**src/rtl/alu_op_issuer.sv**
```systemverilog
// Issue stage in front of the ALU: queues requests and drives one op at a time onto the ALU pins.
// After a command-dependent latency the stage captures the result and holds it until rsp_ready.
module alu_op_issuer #(
    parameter int DW      = 8,
    parameter int CW      = 4,
    parameter int DEPTH   = 4,
    parameter int ALU_LAT = 1,
    parameter int MUL_LAT = 2
) (
    input  logic                         CLK,
    input  logic                         RST,
    input  logic                         req_valid,
    output logic                         req_ready,
    input  logic [DW-1:0]                req_opa,
    input  logic [DW-1:0]                req_opb,
    input  logic [CW-1:0]                req_cmd,
    input  logic                         req_mode,
    input  logic                         req_cin,
    input  logic [1:0]                   req_inp_valid,
    output logic [DW-1:0]                OPA,
    output logic [DW-1:0]                OPB,
    output logic [CW-1:0]                CMD,
    output logic                         MODE,
    output logic                         CIN,
    output logic                         CE,
    output logic [1:0]                   INP_VALID,
    input  logic [2*DW-1:0]              RES,
    input  logic                         COUT,
    input  logic                         OFLOW,
    input  logic                         ERR,
    input  logic                         E,
    input  logic                         G,
    input  logic                         L,
    output logic                         rsp_valid,
    input  logic                         rsp_ready,
    output logic [2*DW-1:0]              rsp_res,
    output logic [5:0]                   rsp_flags,
    output logic [CW-1:0]                rsp_cmd,
    output logic [$clog2(DEPTH):0]       fifo_count
);

    localparam int AW   = $clog2(DEPTH);
    localparam int CNTW = AW + 1;
    localparam int MAXL = (MUL_LAT > ALU_LAT) ? MUL_LAT : ALU_LAT;
    localparam int LW   = $clog2(MAXL + 1);
    localparam logic [CNTW-1:0] FULL = CNTW'(DEPTH);

    typedef struct packed {
        logic [DW-1:0] opa;
        logic [DW-1:0] opb;
        logic [CW-1:0] cmd;
        logic          mode;
        logic          cin;
        logic [1:0]    iv;
    } req_t;

    typedef enum logic [1:0] {IDLE, WAIT, HOLD} state_t;

    req_t            mem_q [DEPTH];
    logic [AW-1:0]   wr_ptr_q, rd_ptr_q;
    logic [CNTW-1:0] count_q, count_d;
    logic            ready_q;

    state_t          state_q;
    logic [LW-1:0]   lat_q;
    logic [DW-1:0]   opa_q, opb_q;
    logic [CW-1:0]   cmd_q;
    logic            mode_q, cin_q, ce_q;
    logic [1:0]      iv_q;
    logic            rsp_valid_q;
    logic [2*DW-1:0] rsp_res_q;
    logic [5:0]      rsp_flags_q;
    logic [CW-1:0]   rsp_cmd_q;

    logic            push, pop, is_mul;
    logic [LW-1:0]   head_lat;
    req_t            head, wr_ent;

    always_comb begin
        wr_ent      = '0;
        wr_ent.opa  = req_opa;
        wr_ent.opb  = req_opb;
        wr_ent.cmd  = req_cmd;
        wr_ent.mode = req_mode;
        wr_ent.cin  = req_cin;
        wr_ent.iv   = req_inp_valid;
    end

    assign push     = req_valid && ready_q;
    assign pop      = (state_q == IDLE) && (count_q != '0);
    assign head     = mem_q[rd_ptr_q];
    assign is_mul   = head.mode && ((head.cmd == CW'(9)) || (head.cmd == CW'(10)));
    assign head_lat = is_mul ? LW'(MUL_LAT) : LW'(ALU_LAT);
    assign count_d  = count_q + CNTW'(push) - CNTW'(pop);

    // Storage needs no reset: an entry is only read after it has been written.
    always_ff @(posedge CLK) begin
        if (push) begin
            mem_q[wr_ptr_q] <= wr_ent;
        end
    end

    // Pointers wrap naturally because DEPTH is a power of two.
    always_ff @(posedge CLK or negedge RST) begin
        if (!RST) begin
            wr_ptr_q <= '0;
            rd_ptr_q <= '0;
            count_q  <= '0;
            ready_q  <= 1'b0;
        end else begin
            if (push) wr_ptr_q <= wr_ptr_q + AW'(1);
            if (pop)  rd_ptr_q <= rd_ptr_q + AW'(1);
            count_q <= count_d;
            ready_q <= (count_d < FULL);
        end
    end

    always_ff @(posedge CLK or negedge RST) begin
        if (!RST) begin
            state_q     <= IDLE;
            lat_q       <= '0;
            opa_q       <= '0;
            opb_q       <= '0;
            cmd_q       <= '0;
            mode_q      <= 1'b0;
            cin_q       <= 1'b0;
            ce_q        <= 1'b0;
            iv_q        <= 2'b00;
            rsp_valid_q <= 1'b0;
            rsp_res_q   <= '0;
            rsp_flags_q <= '0;
            rsp_cmd_q   <= '0;
        end else begin
            case (state_q)
                IDLE: begin
                    if (pop) begin
                        opa_q   <= head.opa;
                        opb_q   <= head.opb;
                        cmd_q   <= head.cmd;
                        mode_q  <= head.mode;
                        cin_q   <= head.cin;
                        iv_q    <= head.iv;
                        ce_q    <= 1'b1;
                        lat_q   <= head_lat;
                        state_q <= WAIT;
                    end
                end
                WAIT: begin
                    // lat_q counts the edges still to go before the ALU output is valid.
                    if (lat_q == LW'(1)) begin
                        rsp_res_q   <= RES;
                        rsp_flags_q <= {COUT, OFLOW, ERR, E, G, L};
                        rsp_cmd_q   <= cmd_q;
                        rsp_valid_q <= 1'b1;
                        ce_q        <= 1'b0;
                        iv_q        <= 2'b00;
                        state_q     <= HOLD;
                    end else begin
                        lat_q <= lat_q - LW'(1);
                    end
                end
                HOLD: begin
                    if (rsp_ready) begin
                        rsp_valid_q <= 1'b0;
                        state_q     <= IDLE;
                    end
                end
                default: state_q <= IDLE;
            endcase
        end
    end

    assign req_ready  = ready_q;
    assign fifo_count = count_q;
    assign OPA        = opa_q;
    assign OPB        = opb_q;
    assign CMD        = cmd_q;
    assign MODE       = mode_q;
    assign CIN        = cin_q;
    assign CE         = ce_q;
    assign INP_VALID  = iv_q;
    assign rsp_valid  = rsp_valid_q;
    assign rsp_res    = rsp_res_q;
    assign rsp_flags  = rsp_flags_q;
    assign rsp_cmd    = rsp_cmd_q;

endmodule

```
**config.mk**
```make
export PLATFORM = sky130hd
export DESIGN_NAME = alu_op_issuer
export DESIGN_NICKNAME = d
export VERILOG_FILES = /design/src/rtl/alu_op_issuer.sv
export SDC_FILE = /design/constraint.sdc
export NUM_CORES = 1
export LEC_CHECK = 0
export BUFFER_PORTS_ARGS = -buffer_cell sky130_fd_sc_hd__buf_4
export CORE_ASPECT_RATIO = 1.4
export CORE_MARGIN = 5
export CORE_UTILIZATION = 59
export CTS_BUF_LIST = sky130_fd_sc_hd__clkbuf_4 sky130_fd_sc_hd__clkbuf_8
export CTS_CLUSTER_DIAMETER = 100
export DETAILED_ROUTE_END_ITERATION = 8
export GPL_TIMING_DRIVEN = 1
export MAX_ROUTING_LAYER = met4
export PLACE_DENSITY = 0.94
export SLEW_MARGIN = 20
export SYNTH_ARGS = -nofsm -noshare
export SYNTH_HDL_FRONTEND = slang
export SYNTH_SLANG_ARGS = --single-unit
```
**constraint.sdc**
```tcl
create_clock -name CLK -period 8.5 [get_ports CLK]
set_clock_uncertainty 0.05 [all_clocks]
set_input_delay 1.275 -clock CLK [delete_from_list [all_inputs] [get_ports CLK]]
set_output_delay 1.275 -clock CLK [all_outputs]
set_load 0.02 [all_outputs]
```
==> results.sh, run 1 <==
export IMPL_status="complete, no violations"
export IMPL_grt_start_max_net_pins=65
export IMPL_syn_avg_cell_area_um2=17.42
export IMPL_cts_sinks=160
export IMPL_antenna_found_initial=0
export IMPL_gr_usage_met3_pct=4.762
export IMPL_cts_resized=0
export IMPL_grt_pass1_vias=3471
export IMPL_routed_via_count=3278
export IMPL_start_util_pct=60.36
export IMPL_yosysTopAreaCellShare_pct=47.98
export IMPL_hold_buffers=0
export IMPL_root_buffer="clkbuf_8"
export IMPL_dieArea_um2=12330
export IMPL_io_pins=106
export IMPL_critPathLaunchType="register"
export IMPL_core_area_um2=9953
export IMPL_row_count=43
export IMPL_area_growth_pct=22.30
export IMPL_worst_pin_slew_ns=1.096
export IMPL_nets=514
export IMPL_ant_nets=0
export IMPL_fmax_ghz=0.2995
export IMPL_synth_area_um2=6008
export IMPL_viasPerCell=5.427
export IMPL_final_setup_tns_ns=0
export IMPL_yosysUniqueCellTypes=30
export IMPL_p_per_area_nw_per_um2=382.2
export IMPL_holdCritPathClass="register to register"
export IMPL_die_w_um=95.29
export IMPL_drtIter0Drc=243
export IMPL_clkLatencyLatePin_ns=0.45
export IMPL_cts_setup_buffers=0
export IMPL_drc=0
export IMPL_crit_fanout=28
export IMPL_drtPass1Iterations=4
export IMPL_cp_top_family="adder cells"
export IMPL_min_period_ns=3.338
export IMPL_worstPathArrival_ns=3.62
export IMPL_cts_made_buffers=17
export IMPL_final_common_cell="buf_4"
export IMPL_grt_total_usage_pct=20.47
export IMPL_setup_violations=0
export IMPL_crit_path_cell_trace="nor3_1 -> or3_2 -> inv_2 -> ha_1 -> inv_1 -> ha_1 -> inv_1 -> fa_1 -> xnor2_1 -> xor2_1 -> inv_1"
export IMPL_instances_no_fill=604
export IMPL_ys_ff_latch=160
export IMPL_grt_overflow=0
export IMPL_maxCapViolations=0
export IMPL_layout_common_cells="buf_4, edfxtp_1, nand2_1, dfrtp_1, mux2_2"
export IMPL_yosysWarnings=0
export IMPL_criticalPathCategory="register to register"
export IMPL_peakVddDrop_v=0.0001844
export IMPL_clk_pin_slew_ns=0.08
export IMPL_dp_hpwl_um=7262
export IMPL_crit_slowest_cell="or3_2"
export IMPL_n_antenna_cell=0
export IMPL_slew_viol_final=0
export IMPL_crit_top_cell="inv_1"
export IMPL_critPathCaptureType="register"
export IMPL_cpPeakStageDelay_ns=0.73
export IMPL_die_h_um=129.4
export IMPL_busiest_layer="met2"
export IMPL_synth_nets=403
export IMPL_critPathBufInv=4
export IMPL_placedCellCount=572
export IMPL_regArea_um2=4486
export IMPL_rsz0062_at_grt="no"
export IMPL_grt_pass1_wl_um=17700
export IMPL_io_buffers=105
export IMPL_routed_wl_um=11230
export IMPL_finalHoldViolations=0
export IMPL_multi_input_area_um2=1429
export IMPL_synthTopCellsByArea="edfxtp_1, dfrtp_1, mux4_2, mux2_2, nand2_1"
export IMPL_yosysSeqAreaShare_pct=74.64
export IMPL_n_fill_cell=586
export IMPL_ctsLongestPathBuffers=2
export IMPL_gp_congestion=0.7268
export IMPL_critPathRequiredTime_ns=8.78
export IMPL_finalCritPeriodShare_pct=39.27
export IMPL_met2_usage_pct=34.19
export IMPL_wl_per_cell_um=18.60
export IMPL_p_leak_nw=3.047
export IMPL_cts_tree="built"
export IMPL_synth_area_leader_cell="edfxtp_1"
export IMPL_relSlewSlack_pct=26.93
export IMPL_synthCells=345
export IMPL_layout_drive_gt1_share_pct=41.58
export IMPL_htreeDepth=4
export IMPL_met1_usage_pct=23.77
## sequential cells by signal (all words and copies together) (netlist names), 2 cells and up
name	flops
INP_VALID	2
OPA	8
lat_q	2
OPB	8
wr_ptr_q	2
mem_q	96
state_q	2
rd_ptr_q	2
rsp_cmd	4
rsp_res	16
rsp_flags	6
CMD	4
fifo_count	3
## power breakdown
part	internal (mW)	switching [mW]
sequential	1.06	0.169
combinational	0.474	0.519
clock	0.328	0.262
## area by class of cell
type	instances	area share, %
clock inverter	9	1.737
tap	135	2.299
sequential	160	61.04
clock buffer	23	4.138
inverter	10	0.5108
timing repair buffer	106	10.83
multi-input combinational	161	19.44
## worst reg2reg max path, delay by kind of cell, from the launching register on
family / cells / cell delay [ns]
AND/OR/NAND/NOR: 2 / 0.82
buffers and inverters: 4 / 0.64
flip-flops: 1 / 0.48
XOR/XNOR: 2 / 0.42
adder cells (fa/ha/maj): 3 / 0.82
## final timing paths
kind	startpoint	endpoint	slack [ns]	cells past startpoint
min reg2reg	CE	CE	0.43	2
min in group asynchronous	RST	CIN	0.85	1
max	fifo_count[1]	fifo_count[2]	5.16	11
max reg2reg	fifo_count[1]	fifo_count[2]	5.16	11
max in group asynchronous	RST	rd_ptr_q[0]	6.95	1
min	CE	CE	0.43	2
## kinds of logic after synthesis
group / share of synthesized area, %
multiplexers: 14.12
adder cells (fa/ha/maj): 1.791
flip-flops: 74.64
XOR/XNOR: 0.8746
buffers and inverters: 1.687
AO/OA/AOI/OAI: 0.9580
AND/OR/NAND/NOR: 5.935
## cell usage after synthesis
cell	count
xnor2_1	5
a21oi_1	3
inv_2	1
or4b_1	1
mux2_2	27
mux4_1	1
o31ai_1	1
nand3_1	2
nor2_1	1
nor3_1	1
nand2_1	74
buf_6	1
ha_1	7
buf_2	3
mux4_2	23
a22o_1	1
nor2b_1	1
xor2_1	1
nor4_1	1
or3_1	1
and3_1	4
o21ai_0	2
clkbuf_1	10
fa_1	1
edfxtp_1	96
a22oi_1	1
a211o_1	1
dfrtp_1	64
nand2b_1	1
inv_1	9
## layer usage
| layer | share of wire [%] | vias up |
|---|---|---|
| li1 | - | 1478 |
| met1 | 38 | 1674 |
| met2 | 55 | 110 |
| met3 | 6.0 | 16 |
| met4 | 1.7 | 0 |
| met5 | 0 | - |
## metrics by stage
stage               utilization (%)  hold WS, ns  power, mW  cell area, µm²  worst slack, ns
finish                        73.83       0.4341      2.808            7348            5.162
floorplan                         -       0.4480      1.859            6008            5.603
CTS                           73.82       0.4380      2.838            7347            4.788
detailed placement            69.48       0.4186      2.249            6915            4.775
global placement              69.43       0.4113      2.185            6910            5.047
global route                  73.83       0.4651      2.974            7348            4.953
(Power assumes the default switching activity.)
==> run 2: changes to the inputs <==
--- a/config.mk
+++ b/config.mk
@@ -8,13 +8,13 @@
 export BUFFER_PORTS_ARGS = -buffer_cell sky130_fd_sc_hd__buf_4
 export CORE_ASPECT_RATIO = 1.4
 export CORE_MARGIN = 5
-export CORE_UTILIZATION = 59
+export CORE_UTILIZATION = 52
 export CTS_BUF_LIST = sky130_fd_sc_hd__clkbuf_4 sky130_fd_sc_hd__clkbuf_8
 export CTS_CLUSTER_DIAMETER = 100
 export DETAILED_ROUTE_END_ITERATION = 8
 export GPL_TIMING_DRIVEN = 1
 export MAX_ROUTING_LAYER = met4
-export PLACE_DENSITY = 0.94
+export PLACE_DENSITY = 0.88
 export SLEW_MARGIN = 20
 export SYNTH_ARGS = -nofsm -noshare
 export SYNTH_HDL_FRONTEND = slang
==> constraint.sdc (replaced) <==
create_clock -name CLK -period 2.7 [get_ports CLK]
set_clock_uncertainty 0.05 [all_clocks]
set_input_delay 0.405 -clock CLK [delete_from_list [all_inputs] [get_ports CLK]]
set_output_delay 0.405 -clock CLK [all_outputs]
set_load 0.02 [all_outputs]
==> run 2 against run 1 <==
Sequential cell count unchanged. Register-to-register slack got worse by 4.9 ns. Combinational power grew to 3.4 times the previous value. Clock power grew to 2.5 times the previous value. Power rose to 3.1 times the previous value. Utilization shrank 8.9 points. Setup slack got worse by 4.9 ns. Routed wire length is 0.80% lower. Count of clock-buffer cells in the layout decreased by 2. First-iteration DRC count fell by 27%. Sequential power grew to 3.0 times the previous value. Fmax increased by 38%. Largest cell class unchanged.
==> results.sh, run 2 (synthesis results as in run 1) <==
export IMPL_status="complete, no violations"
export IMPL_cts_made_buffers=17
export IMPL_worstPathArrival_ns=2.69
export IMPL_slew_viol_final=0
export IMPL_rsz0062_at_grt="no"
export IMPL_regMostFlops="mem_q"
export IMPL_clkLatencyLatePin_ns=0.43
export IMPL_dp_hpwl_um=7696
export IMPL_switching_share_pct=34.67
export IMPL_holdCritPathClass="input port to async pin"
export IMPL_n_antenna_cell=0
export IMPL_grt_start_max_net_pins=65
export IMPL_fmax_ghz=0.4141
export IMPL_p_int_mw=5.609
export IMPL_wl_per_cell_um=17.88
export IMPL_grt_pass1_vias=3527
export IMPL_gp_congestion=0.7272
export IMPL_ant_nets=0
export IMPL_grt_overflow=0
export IMPL_htreeDepth=4
export IMPL_setup_violations=0
export IMPL_r2r_start="state_q[0]"
export IMPL_layout_drive_gt1_share_pct=42.38
export IMPL_drc=0
export IMPL_p_leak_nw=3.059
export IMPL_finalCritPeriodShare_pct=89.44
export IMPL_clk_pin_slew_ns=0.08
export IMPL_drtIter0Drc=178
export IMPL_power_frac_comb_pct=39.2
export IMPL_criticalPathCategory="register to register"
export IMPL_die_h_um=137.2
export IMPL_finalHoldViolations=0
export IMPL_cts_setup_buffers=0
export IMPL_cts_resized=0
export IMPL_p_seq_share_pct=43.3
export IMPL_drtPass1Iterations=4
export IMPL_worst_pin_slew_ns=0.8226
export IMPL_maxCapViolations=0
export IMPL_routed_wl_um=11140
export IMPL_crit_top_cell="inv_1"
export IMPL_critPathCaptureType="register"
export IMPL_power_switching_mw=2.977
export IMPL_layout_common_cells="buf_4, edfxtp_1, nand2_1, dfrtp_1, mux2_2"
export IMPL_antenna_found_initial=0
export IMPL_crit_slowest_cell="dfrtp_1"
export IMPL_critPathLaunchType="register"
export IMPL_viasPerCell=5.308
export IMPL_pwr_share_clk_pct=17.5
export IMPL_final_setup_tns_ns=0
export IMPL_row_count=46
export IMPL_ctsLongestPathBuffers=2
export IMPL_hold_buffers=0
export IMPL_cp_top_family="adder cells"
export IMPL_die_w_um=100.8
export IMPL_grt_total_usage_pct=17.93
export IMPL_largest_register_ffs=96
export IMPL_critPathBufInv=4
export IMPL_cpPeakStageDelay_ns=0.44
export IMPL_crit_path_cell_trace="or3_1 -> inv_2 -> ha_1 -> inv_1 -> ha_1 -> inv_1 -> fa_1 -> xnor2_1 -> xor2_1 -> inv_1"
export IMPL_cts_tree="built"
export IMPL_cts_sinks=160
export IMPL_grt_pass1_wl_um=17950
export IMPL_io_buffers=105
export IMPL_min_period_ns=2.415
export IMPL_nets=524
export IMPL_peakVddDrop_v=0.0004669
export IMPL_area_growth_pct=22.47
export IMPL_dieArea_um2=13830
export IMPL_io_pins=106
export IMPL_critPathRequiredTime_ns=2.97
export IMPL_core_area_um2=11340
export IMPL_root_buffer="clkbuf_8"
export IMPL_p_per_area_nw_per_um2=1167
export IMPL_final_common_cell="buf_4"
export IMPL_routed_via_count=3307
export IMPL_relSlewSlack_pct=45.16
export IMPL_power_mw=8.586
export IMPL_n_fill_cell=788
export IMPL_setup_worst_path_start="state_q[0]"
export IMPL_crit_fanout=6
export IMPL_start_util_pct=52.99
-- run 2: cell types whose count changed in the layout (fill, tap and decap cells not counted), moves of 2 or more --
cell        previous run  this run
bufinv_16              3         0
dfrtp_2                1         4
clkinv_2               2         7
and3_1                 0         4
dfrtp_1               63        60
clkinvlp_4             0         2
buf_4                106       115
and3_2                 4         0
-- run 2: path summary, 6_finish.rpt --
path | cells past startpoint | endpoint | slack, ns
max in group asynchronous | 1 | rd_ptr_q[0] | 1.99
worst max register to register | 10 | fifo_count[2] | 0.29
worst min register to register | 2 | MODE | 0.43
worst min-delay path | 1 | OPA[3] | 0.006
min in group CLK | 2 | state_q[1] | 0.11
worst max-delay path | 10 | fifo_count[2] | 0.29
-- run 2: layout make-up --
type,instances,area (µm²),share of cell area (%)
Clock inverter,11,62.56,0.8502
Tap cell,144,180.2,2.449
Clock buffer,21,282.8,3.843
Inverter,10,37.54,0.5101
Timing Repair Buffer,116,883.3,12.00
Multi-Input combinational cell,161,1423,19.33
Sequential cell,160,4489,61.01
-- run 2: stage by stage --
step	instance area, µm²	hold WS [ns]	setup WS [ns]	util, %	instances
finish	7358	0.006341	0.2852	64.90	623
global route	7358	0.06354	0.1368	64.90	623
CTS	7358	0.02756	0.2525	64.90	623
detailed placement	7013	0.4166	0.2795	61.85	591
global placement	7013	0.4092	0.4316	61.85	591
floorplan	6015	0.05941	0.04880	-	345
-- run 2: power by group through the flow --
stage / combinational, mW / clock [mW] / sequential (mW)
after detailed placement: 3.42 / 0 / 3.78
after global routing: 3.65 / 1.64 / 3.81
after floorplan: 1.69 / 0 / 4.18
final: 3.36 / 1.50 / 3.72
after global placement: 3.29 / 0 / 3.72
after CTS: 3.43 / 1.54 / 3.73
-- run 2: per-layer routing --
metal  part of all wire [%]  global-route usage [%]  up-vias  routed length, µm
li1                       -                       -     1498                  -
met3                    5.8                   4.407       15                644
met5                      0                       -        -                  0
met2                     56                   31.32      103               6198
met4                    2.2                   6.217        0                250
met1                     36                   19.98     1691               4048
==> run 3: changes to the inputs <==
--- a/config.mk
+++ b/config.mk
@@ -8,13 +8,13 @@
 export BUFFER_PORTS_ARGS = -buffer_cell sky130_fd_sc_hd__buf_4
 export CORE_ASPECT_RATIO = 1.4
 export CORE_MARGIN = 5
-export CORE_UTILIZATION = 52
+export CORE_UTILIZATION = 46
 export CTS_BUF_LIST = sky130_fd_sc_hd__clkbuf_4 sky130_fd_sc_hd__clkbuf_8
 export CTS_CLUSTER_DIAMETER = 100
 export DETAILED_ROUTE_END_ITERATION = 8
 export GPL_TIMING_DRIVEN = 1
 export MAX_ROUTING_LAYER = met4
-export PLACE_DENSITY = 0.88
+export PLACE_DENSITY = 0.8
 export SLEW_MARGIN = 20
 export SYNTH_ARGS = -nofsm -noshare
 export SYNTH_HDL_FRONTEND = slang
==> run 3 against run 2 <==
Sequential share of layout area down 0.44 points. Global-route usage down 1.8 points. Via count down 2.1%. Critical path depth unchanged. Utilization down 7.1 points. Register-to-register slack better by 0.03 ns. Power up 2.8%. Count of clock-buffer cells in the layout unchanged. Routed wire length up 3.0%. Critical endpoint unchanged. Largest power group unchanged.
==> results.sh, run 3 (synthesis results as in run 1) <==
export IMPL_nets=522
export IMPL_grt_pass1_wl_um=18600
export IMPL_dieArea_um2=15480
export IMPL_p_seq_share_pct=42.3
export IMPL_die_w_um=106.6
export IMPL_routed_via_count=3238
export IMPL_switching_share_pct=33.85
export IMPL_dp_hpwl_um=7564
export IMPL_power_switching_mw=2.988
export IMPL_n_antenna_cell=0
export IMPL_drtIter0Drc=121
export IMPL_slew_viol_final=0
export IMPL_cts_sinks=160
export IMPL_core_area_um2=12810
export IMPL_critPathRequiredTime_ns=2.97
export IMPL_row_count=49
export IMPL_io_buffers=105
export IMPL_min_period_ns=2.382
export IMPL_maxCapViolations=0
export IMPL_io_pins=106
export IMPL_finalCritPeriodShare_pct=88.20
export IMPL_critPathCaptureType="register"
export IMPL_hold_buffers=0
export IMPL_start_util_pct=46.89
export IMPL_routed_wl_um=11470
export IMPL_cts_setup_buffers=0
export IMPL_holdCritPathClass="input port to async pin"
export IMPL_drtPass1Iterations=4
export IMPL_met3_length_um=607
export IMPL_p_leak_nw=3.073
export IMPL_finalHoldViolations=0
export IMPL_clk_pin_slew_ns=0.08
export IMPL_pwr_share_clk_pct=20.5
export IMPL_wl_per_cell_um=18.21
export IMPL_r2r_start="state_q[0]"
export IMPL_rsz0062_at_grt="no"
export IMPL_ant_nets=0
export IMPL_layout_drive_gt1_share_pct=41.93
export IMPL_p_int_mw=5.839
export IMPL_met2_length_um=6214
export IMPL_cts_made_buffers=17
export IMPL_largest_register_ffs=96
export IMPL_drc=0
export IMPL_final_common_cell="buf_4"
export IMPL_peakVddDrop_v=0.0004453
export IMPL_setup_worst_path_start="state_q[0]"
export IMPL_p_per_area_nw_per_um2=1191
export IMPL_ctsLongestPathBuffers=2
export IMPL_root_buffer="clkbuf_8"
export IMPL_grt_pass1_vias=3539
export IMPL_final_setup_tns_ns=0
export IMPL_grt_total_usage_pct=16.12
export IMPL_power_frac_comb_pct=37.2
export IMPL_status="complete, no violations"
export IMPL_clkLatencyLatePin_ns=0.43
export IMPL_cts_tree="built"
export IMPL_criticalPathCategory="register to register"
export IMPL_setup_violations=0
export IMPL_drt_met1_wl_um=4329
export IMPL_grt_overflow=0
export IMPL_regMostFlops="mem_q"
export IMPL_relSlewSlack_pct=44.44
export IMPL_htreeDepth=4
export IMPL_critPathLaunchType="register"
export IMPL_crit_fanout=6
export IMPL_gp_congestion=0.6753
export IMPL_holdWs_ns=0.003114
export IMPL_area_growth_pct=23.37
export IMPL_power_mw=8.826
export IMPL_grt_start_max_net_pins=65
export IMPL_cts_resized=0
export IMPL_antenna_found_initial=0
export IMPL_layout_common_cells="buf_4, edfxtp_1, nand2_1, dfrtp_1, mux2_2"
export IMPL_viasPerCell=5.140
export IMPL_fmax_ghz=0.4199
export IMPL_r2r_slack_ns=0.32
export IMPL_top_layer="met4"
export IMPL_die_h_um=145.2
export IMPL_worst_pin_slew_ns=0.8333
export IMPL_worstPathArrival_ns=2.65
## run 3: changes by cell type in the layout (fill, tap and decap cells not counted)
| cell | before | now |
|---|---|---|
| inv_4 | 2 | 0 |
| clkbuf_8 | 20 | 19 |
| clkinv_2 | 7 | 4 |
| clkinvlp_4 | 2 | 1 |
| buf_12 | 1 | 0 |
| buf_4 | 115 | 114 |
| clkbuf_4 | 1 | 2 |
| bufinv_16 | 0 | 3 |
| clkinv_1 | 0 | 1 |
| clkinv_4 | 0 | 2 |
## run 3: worst paths after layout
check | to | depth (start not counted)
hold / removal | OPB[7] | 1
hold reg to reg | OPB[0] | 2
setup reg to reg | fifo_count[2] | 10
setup / recovery | fifo_count[2] | 10
min in group CLK | state_q[1] | 2
max in group asynchronous | rd_ptr_q[0] | 1
## run 3: stage by stage
stage          setup WS (ns)  cells  cell area (µm²)  utilization [%]
4_1_cts               0.3116    630             7412            57.85
3_5_place_dp          0.3017    598             6997            54.60
3_3_place_gp          0.4396    598             6997            54.60
2_1_floorplan        0.04880    345             6015                -
5_1_grt               0.1125    630             7412            57.85
6_report              0.3185    630             7412            57.85
## run 3: worst max-delay path: stages, from the launching register on
cell and delay, ns:
dfrtp_1 0.44, or3_1 0.43, inv_2 0.08, ha_1 0.22
inv_1 0.06, ha_1 0.13, inv_1 0.05, fa_1 0.37
xnor2_1 0.20, xor2_1 0.21, inv_1 0.05
## run 3: power by group through the flow
stage	clock [mW]	sequential (mW)	combinational, mW
2_1_floorplan	0	4.18	1.69
3_3_place_gp	0	3.74	3.27
3_5_place_dp	0	3.80	3.35
4_1_cts	1.84	3.75	3.36
5_1_grt	1.97	3.83	3.60
6_report	1.81	3.74	3.28
## run 3: final cells by class
| cell class | instances | area (µm²) |
|---|---|---|
| Clock buffer | 21 | 276.5 |
| Clock inverter | 11 | 138.9 |
| Fill cell | 961 | 5401 |
| Inverter | 10 | 37.54 |
| Multi-Input combinational cell | 161 | 1423 |
| Sequential cell | 160 | 4489 |
| Tap cell | 153 | 191.4 |
| Timing Repair Buffer | 114 | 855.8 |
## run 3: per-layer routing
metal	GRT usage, %	vias up
met2	27.77	92
met4	6.654	0
li1	-	1497
met3	4.133	24
met5	-	-
met1	17.59	1625
